==> src/rtl/add_seq_pkg.sv <==
// Shared types and lane masks for the nibble-serial packed adder.
// Every lane-layout decision in add_seq is made through the two mask functions.
package add_seq_pkg;

    localparam int DATA_W = 16;
    localparam int NIB_N  = 4;

    typedef enum logic [1:0] {
        W4     = 2'b00,
        W8     = 2'b01,
        W16    = 2'b10,
        W8_ALT = 2'b11
    } bitnum_e;

    typedef enum logic [1:0] {
        IDLE = 2'b00,
        RUN  = 2'b01,
        DONE = 2'b10
    } state_e;

    // Bit k of each mask refers to nibble k.
    localparam logic [NIB_N-1:0] START_W4  = 4'b1111;
    localparam logic [NIB_N-1:0] START_W8  = 4'b0101;
    localparam logic [NIB_N-1:0] START_W16 = 4'b0001;
    localparam logic [NIB_N-1:0] MSB_W4    = 4'b1111;
    localparam logic [NIB_N-1:0] MSB_W8    = 4'b1010;
    localparam logic [NIB_N-1:0] MSB_W16   = 4'b1000;

    // Nibbles that begin a lane and therefore take a zero carry-in.
    function automatic logic [NIB_N-1:0] lane_start_mask(input bitnum_e bn);
        case (bn)
            W4:      return START_W4;
            W16:     return START_W16;
            default: return START_W8;
        endcase
    endfunction

    // Nibbles that end a lane and therefore report a carry-out flag.
    function automatic logic [NIB_N-1:0] lane_msb_mask(input bitnum_e bn);
        case (bn)
            W4:      return MSB_W4;
            W16:     return MSB_W16;
            default: return MSB_W8;
        endcase
    endfunction

endpackage

==> src/rtl/add_seq_nib_add.sv <==
// 4-bit adder with carry-in; add_seq uses one instance for every nibble.
module nib_add (
    input  logic [3:0] a,
    input  logic [3:0] b,
    input  logic       cin,
    output logic [3:0] s,
    output logic       cout
);

    assign {cout, s} = {1'b0, a} + {1'b0, b} + {4'b0000, cin};

endmodule

==> src/rtl/add_seq.sv <==
// Packed lane adder that processes one nibble per clock through a shared nib_add.
// Lanes are 4, 8 or 16 bits wide; carries never cross a lane boundary.
module add_seq
    import add_seq_pkg::*;
(
    input  logic                 clk,
    input  logic                 rst,
    input  logic                 start,
    input  logic [DATA_W-1:0]    dataA,
    input  logic [DATA_W-1:0]    dataB,
    input  logic [1:0]           bitnum,
    output logic                 busy,
    output logic                 done,
    output logic [DATA_W-1:0]    sum,
    output logic [NIB_N-1:0]     cout
);

    state_e              state_q, state_d;
    logic [1:0]          cnt_q, cnt_d;
    logic [DATA_W-1:0]   a_q, a_d;
    logic [DATA_W-1:0]   b_q, b_d;
    bitnum_e             bn_q, bn_d;
    logic [DATA_W-1:0]   sum_q, sum_d;
    logic [NIB_N-1:0]    cout_q, cout_d;
    logic                carry_q, carry_d;

    logic [3:0]          nib_base;
    logic [3:0]          nib_a, nib_b, nib_s;
    logic                nib_cin, nib_co;
    logic [NIB_N-1:0]    start_mask, msb_mask;

    assign nib_base   = {cnt_q, 2'b00};
    assign nib_a      = a_q[nib_base +: 4];
    assign nib_b      = b_q[nib_base +: 4];
    assign start_mask = lane_start_mask(bn_q);
    assign msb_mask   = lane_msb_mask(bn_q);
    // A lane-start nibble ignores the stored carry, so no carry leaks across lanes.
    assign nib_cin    = start_mask[cnt_q] ? 1'b0 : carry_q;

    nib_add u_nib_add (
        .a    (nib_a),
        .b    (nib_b),
        .cin  (nib_cin),
        .s    (nib_s),
        .cout (nib_co)
    );

    always_comb begin
        // NOTE: every signal gets a default before the case so no latch is inferred.
        state_d = state_q;
        cnt_d   = cnt_q;
        a_d     = a_q;
        b_d     = b_q;
        bn_d    = bn_q;
        sum_d   = sum_q;
        cout_d  = cout_q;
        carry_d = carry_q;

        case (state_q)
            IDLE, DONE: begin
                if (start) begin
                    state_d = RUN;
                    cnt_d   = 2'd0;
                    a_d     = dataA;
                    b_d     = dataB;
                    bn_d    = bitnum_e'(bitnum);
                    sum_d   = '0;
                    cout_d  = '0;
                    carry_d = 1'b0;
                end else if (state_q == DONE) begin
                    state_d = IDLE;
                end
            end
            RUN: begin
                sum_d[nib_base +: 4] = nib_s;
                cout_d[cnt_q]        = msb_mask[cnt_q] & nib_co;
                carry_d              = nib_co;
                cnt_d                = cnt_q + 2'd1;
                if (cnt_q == 2'd3) begin
                    state_d = DONE;
                end
            end
            default: state_d = IDLE;
        endcase
    end

    always_ff @(posedge clk) begin
        // NOTE: non-blocking assignments so every flop samples pre-edge values.
        if (rst) begin
            state_q <= IDLE;
            cnt_q   <= 2'd0;
            a_q     <= '0;
            b_q     <= '0;
            bn_q    <= W4;
            sum_q   <= '0;
            cout_q  <= '0;
            carry_q <= 1'b0;
        end else begin
            state_q <= state_d;
            cnt_q   <= cnt_d;
            a_q     <= a_d;
            b_q     <= b_d;
            bn_q    <= bn_d;
            sum_q   <= sum_d;
            cout_q  <= cout_d;
            carry_q <= carry_d;
        end
    end

    assign busy = (state_q == RUN);
    assign done = (state_q == DONE);
    assign sum  = sum_q;
    assign cout = cout_q;

endmodule
==> config.mk <==
export PLATFORM = sky130hd
export DESIGN_NAME = add_seq
export DESIGN_NICKNAME = d
export VERILOG_FILES = /design/src/rtl/add_seq_pkg.sv /design/src/rtl/add_seq_nib_add.sv /design/src/rtl/add_seq.sv
export SDC_FILE = /design/constraint.sdc
export NUM_CORES = 1
export LEC_CHECK = 0
export CAP_MARGIN = 25
export CORE_MARGIN = 2
export CORE_UTILIZATION = 52
export CTS_BUF_LIST = sky130_fd_sc_hd__clkbuf_4
export CTS_CLUSTER_SIZE = 28
export DETAILED_ROUTE_END_ITERATION = 10
export PLACE_DENSITY = 0.85
export SETUP_SLACK_MARGIN = 0.05
export SYNTH_ARGS = -nofsm -noshare
export SYNTH_HDL_FRONTEND = slang
export SYNTH_HIERARCHICAL = 1
export SYNTH_SLANG_ARGS = --single-unit
==> constraint.sdc <==
create_clock -name clk -period 3.98 [get_ports clk]
set_clock_uncertainty 0.15 [all_clocks]
set_input_delay 0.995 -clock clk [delete_from_list [all_inputs] [get_ports clk]]
set_output_delay 0.995 -clock clk [all_outputs]
set_load 0.005 [all_outputs]
After elaboration in Yosys (flattened, before gate mapping)
Cells that the tools add are included.

Flip-flop bits (word level): 59. Input bits: 37. Output and inout port bits: 22. Word-level logic and storage cells: 57.

$add $sub $neg: 4. Magnitude comparators: 2. Equality and inequality tests: 7. Shifts and indexed selects: 4. Muxes and demuxes: 23. Bitwise operators: 1. Reduce and logical (&&, ||, !) cells: 8.

Operators by type and width (number): 16-bit case mux with 2 select lines (1); 16-bit by 5-bit indexed part select with 4-bit output (2); 16-bit bitwise mux (1); 16-bit 2-to-1 mux (1); 4-bit case mux with 2 select lines (2); 4-bit by 6-bit variable shift with 16-bit output, first input constant (1); 4-bit by 6-bit indexed part select with 16-bit output (1); 2-bit 2-to-1 mux (4); 2-bit case mux with 2 select lines (2); 2-bit equality test, second input constant (3); 4-bit negator with 6-bit output (1); 3-bit case mux with 2 select lines (1); 2-bit AND reduction (3); 4-bit by 4-bit adder with 5-bit output (1); 5-bit by 1-bit adder with 5-bit output (1); 1-bit 2-to-1 mux (5); 1-bit binary-select mux with 2-bit select (2); 4-bit bitwise mux (1); 2-bit logical NOT (2); 4-bit 2-to-1 mux (1); 2-bit by 3-bit < comparator with 1-bit output, second input constant (1); 3-bit inequality test, second input constant (1); 2-bit by 1-bit adder with 2-bit output, second input constant (1); 1-bit demux with 2-bit select (1); other kinds (9) (9).

Logic depth before layout (Yosys ltp)
Depth in word-level cells: 9. Mapped depth: 13. Depth with buffers taken out: 12.

By module
Netlist, hierarchy kept.

By module, submodules not included: add_seq (instances 1, cells each 274, area an instance 2583.7 sq um, seq. area each 1181.1 sq um); nib_add (instances 1, cells each 16, area an instance 143.9 sq um, seq. area each 0.0 sq um).

Worst setup path before layout
OpenSTA, ideal clock, no wires.

Path kind: flip-flop to flip-flop. Start point: reg cnt_q[0]. End point: reg cout_q[1] (netlist: cout[1]). Setup time: 0.117 ns. Arrival time: 2.565 ns. Required time: 3.713 ns. Path slack: 1.148 ns. Stages on the path, launching flop included: 12. Path buffers: 1. Clock period less this slack: 2.832 ns. Cells stage by stage: dfxtp_1 > buf_4 > mux4_2 > fa_1 > inv_1 > fa_1 > nor2b_1 > o21ai_0 > nand2b_1 > nand2b_1 > a21oi_1 > a32o_1.

Elaborated cells on any way between the ends: 17. Those cells by class: add/sub (2); order compare (2); shift (2); mux (9); bitwise (1); reduce/logical (1).

RTL lines: from (decl) (line add_seq.sv:19) `logic [1:0] cnt_q, cnt_d;`; from (signal assigned) (line add_seq.sv:100) `cnt_q <= cnt_d;`; 16-bit by 5-bit indexed part select with 4-bit output (line add_seq.sv:33) `assign nib_a = a_q[nib_base +: 4];`; net nib_a[0] (line add_seq.sv:28) `logic [3:0] nib_a, nib_b, nib_s;`; 4-bit by 4-bit adder with 5-bit output (line add_seq_nib_add.sv:10) `assign {cout, s} = {1'b0, a} + {1'b0, b} + {4'b0000, cin};`; 5-bit by 1-bit adder with 5-bit output (line add_seq_nib_add.sv:10); net nib_co (line add_seq.sv:29) `logic nib_cin, nib_co;`; 1-bit AND (line add_seq.sv:76) `cout_d[cnt_q] = msb_mask[cnt_q] & nib_co;`; 4-bit bitwise mux (line add_seq.sv:76); 4-bit case mux with 2 select lines (line add_seq.sv:59) `case (state_q)`; to (signal assigned) (line add_seq.sv:105) `cout_q <= cout_d;`; to (decl) (line add_seq.sv:24) `logic [NIB_N-1:0] cout_q, cout_d;`.

The timed path passes the listed nets, and every way through them passes these cells. The select of a mux whose other input is x is not followed. A chain may end at the register's enable or synchronous reset.

Final worst setup path
Start point: reg cnt_q[0]. End point: reg cout_q[2] (netlist: cout[2]).

Longest elaborated chain between the ends: 7. Elaborated cells on any way between the ends: 17. Those cells by class: add/sub (2); order compare (2); shift (2); mux (9); bitwise (1); reduce/logical (1).

Ends and longest elaborated chain: 1-bit binary-select mux with 2-bit select (line add_seq.sv:38) `assign nib_cin = start_mask[cnt_q] ? 1'b0 : carry_q;`; 1-bit 2-to-1 mux (not written as such) (line add_seq.sv:38); 1-bit 2-to-1 mux (line add_seq.sv:38); net nib_cin (line add_seq.sv:29); 5-bit by 1-bit adder with 5-bit output (line add_seq_nib_add.sv:10); net nib_co (line add_seq.sv:29); 1-bit AND (line add_seq.sv:76); 4-bit bitwise mux (line add_seq.sv:76); 4-bit case mux with 2 select lines (line add_seq.sv:59).

The timed path passes the listed nets, and every way through them passes these cells. The select of a mux whose other input is x is not followed.

==> flow_summary_export.csv <==
group,metric,value,unit
clock_tree,cts_tree,"done",
critical_path,start_kind,"flop",
power,ir_worst_vdd,0.000243,V
die,dieWidth,76.4,µm
placement,gp_congestion,0.804,
clock_tree,post_cts_resized,0,
worst_hold_path,min_path_type,"reg -> reg",
final_layout,diodes,0,
clock_tree,root_buffer,"clkbuf_4",
synth,synth_most_common_cell,"nand2_1",
synth,synth_top_area_share,43.3,%
clock_tree,ctsHtreeMaxLevel,3,
synth,synth_top_area_cell,"dfxtp_1",
grt,grt_pass1_vias,2192,
synth,async_flop_share,0,%
synth,ys_seq_area_share,43.3,%
sta,period_share,82.7,%
critical_path,crit_required,4.18,ns
synth,ys_types,39,
grt,antenna_found_initial,0,
worst_hold_path,hold_depth,2,
die,die_h,76.4,µm
synth,yosys_warnings,6,
final_layout,area_growth,25.0,%
worst_hold_path,hp-start,"a_q[10]",
final_layout,final_nets,393,
die,row_count,26,
clock_tree,hold_buffers,0,
critical_path,worstSetupPathType,"reg -> reg",
drt,routedWlPerCell,13.9,µm
job,max_cap_violations,0,
critical_path,rr_worst_depth,12,
sta,finalCriticalPeriod,3.29,ns
drt,vias,2205,
critical_path,end_kind,"flop",
final_layout,drive_above_1_share,10.7,%
placement,dp.cells,402,
sta,setup_viol,0,
clock_tree,post_cts_buffers,0,
synth,synth_area_per_cell,9.41,µm²
clock_tree,cts_sinks,59,
die,dieArea,0.00584,mm²
power,p_per_area,360,mW/mm²
run_status,status,"finished clean",
synth,synth_fp_nets,340,
clock_tree,numCtsBuffers,9,
grt,grt_max_degree,33,
sta,hold_violations,0,
synth,synth_area,0.00273,mm²
synth,synth_area_leaders,"dfxtp_1 43%, nand2_1 10%, a21oi_1 7.7%",
drt,via_per_inst,5.29,
worst_hold_path,min_to,"a_q[10]",
sta,rsz0062_at_grt,"no",
clock_tree,ctsLongestPathBuffers,2,
power,p_leak,0.00127,µW
synth,synth_top_cells_by_count,"73 x nand2_1, 59 x dfxtp_1, 42 x a21oi_1",
drt,postRouteAntennaNets,0,
drt,dr.pass1.iters,5,
die,pin_count,59,
clock_tree,clk_pin_slew_worst_paths,0.09,ns
sta,drv_slew,0,
synth,ys_seq_elements,59,
drt,drt-total-wl,5810,µm
sta,relSlewSlack,40.9,%
critical_path,r2r-end,"cout[2]",
grt,grt_remaining_overflow,0,
final_layout,layoutNonFillerInstCount,417,
placement,numPortBuffers,58,
critical_path,crit_fanout,18,
die,core,0.00507,mm²
sta,setup-tns-final,0,ns
synth,syn_inst,290,
drt,dr.first_iter.drc_count,134,
drt,drc_errors,0,
synth,synth_edf_count,0,
critical_path,r2r-start,"cnt_q[0]",
critical_path,rrSetupSlack,0.69,ns
die,start_util,53.7,%
final_layout,stdcell_area,0.00341,mm²
placement,placed_area,0.00328,mm²
synth,synth_flop_cell,"dfxtp_1",
clock_tree,clk_latency,0.40,ns
grt,grt_pass1_wl,9950,µm
placement,hpwl,4180,µm
sta,worst_pin_slew,0.885,ns
grt,track_usage,21.3,%
sta,timing.fmax,304,MHz
critical_path,worst-endpoint-arrival,3.49,ns
where the power goes:
part	switching, µW	internal [µW]
Combinational	95.7	89.8
Sequential	20.9	615
Clock	210	198
final cells by class:
class	count	area (µm²)
tap	70	87.6
timing repair buffer	61	598
inverter	9	36.3
sequential	59	1180
clock buffer	11	82.6
fill	440	1670
clock inverter	4	42.5
multi-input combinational	203	1380
layout by cell type (no fill, tap or decap), types with 2 or more instances in the layout:
cell             count
a32o_1               2
a22o_1               8
fa_1                 2
and3_1               2
inv_1                8
nand3b_1             2
a41o_1               2
ha_1                11
a211oi_4             2
xnor2_1              2
clkinv_1             2
nand3_1              7
o21ai_0              4
dfxtp_1             59
clkdlybuf4s50_1     57
mux4_2               8
nand4_1              4
o2bb2ai_1            4
nand2_1             73
nor2b_1              6
a211oi_1             2
clkbuf_4            11
buf_4                3
nor2_1               2
a2111oi_2            2
a21oi_1             42
nand2b_1             7
critical path, stage by stage, from the launching register on:
cell and delay (ns):
dfxtp_1 0.91, inv_1 0.28, o21ai_0 0.13, and3_1 0.19
fa_1 0.20, inv_1 0.06, fa_1 0.39, nor2b_1 0.13
o21ai_0 0.08, nand2b_1 0.10, nand2b_1 0.06, a21oi_1 0.32
a41o_1 0.23
per-stage QoR:
stage | worst slack [ns] | power (µW) | hold WS (ns) | util (%)
final | 0.689 | 1230 | 0.309 | 67.2
after detailed placement | 0.702 | 835 | 0.297 | 64.7
after global routing | 0.347 | 1290 | 0.330 | 67.2
after floorplan | 1.15 | 774 | 0.281 | -
after global placement | 0.782 | 829 | 0.289 | 64.7
after CTS | 0.676 | 1230 | 0.310 | 67.2
logic make-up after synthesis:
| family | share of synthesized area, % |
|---|---|
| AOI/OAI and AO/OA | 17.9 |
| DFF | 43.3 |
| xor gates and xnor gates | 0.642 |
| muxes | 6.61 |
| adders and majority gates | 6.51 |
| buffers and inverters | 6.06 |
| and+or+nand+nor | 18.9 |
worst max path at each step:
stage	startpoint	endpoint	slack, ns	depth (start not counted)
finish	cnt_q[0]	cout[2]	0.69	12
global route	cnt_q[0]	cout[0]	0.35	12
global placement	cnt_q[0]	cout[1]	0.78	10
floorplan	cnt_q[0]	cout[1]	1.15	11
detailed placement	cnt_q[0]	cout[1]	0.70	10
CTS	cnt_q[0]	cout[1]	0.68	10
per-layer routing:
layer | part of all wire (%) | GRT usage, % | vias up
met5 | 0 | 0 | -
met4 | 2.9 | 9.82 | 0
met3 | 5.4 | 5.33 | 17
met2 | 49 | 36.7 | 76
met1 | 42 | 24.7 | 1001
li1 | - | - | 1111
flip-flops by register name (all words and copies together) (netlist names):
name and flops:
a_q 16, b_q 16, bn_q 2, carry_q 1
cnt_q 2, cout 4, state_q 2, sum 16
Note: power is estimated with default switching activity, not from simulation.
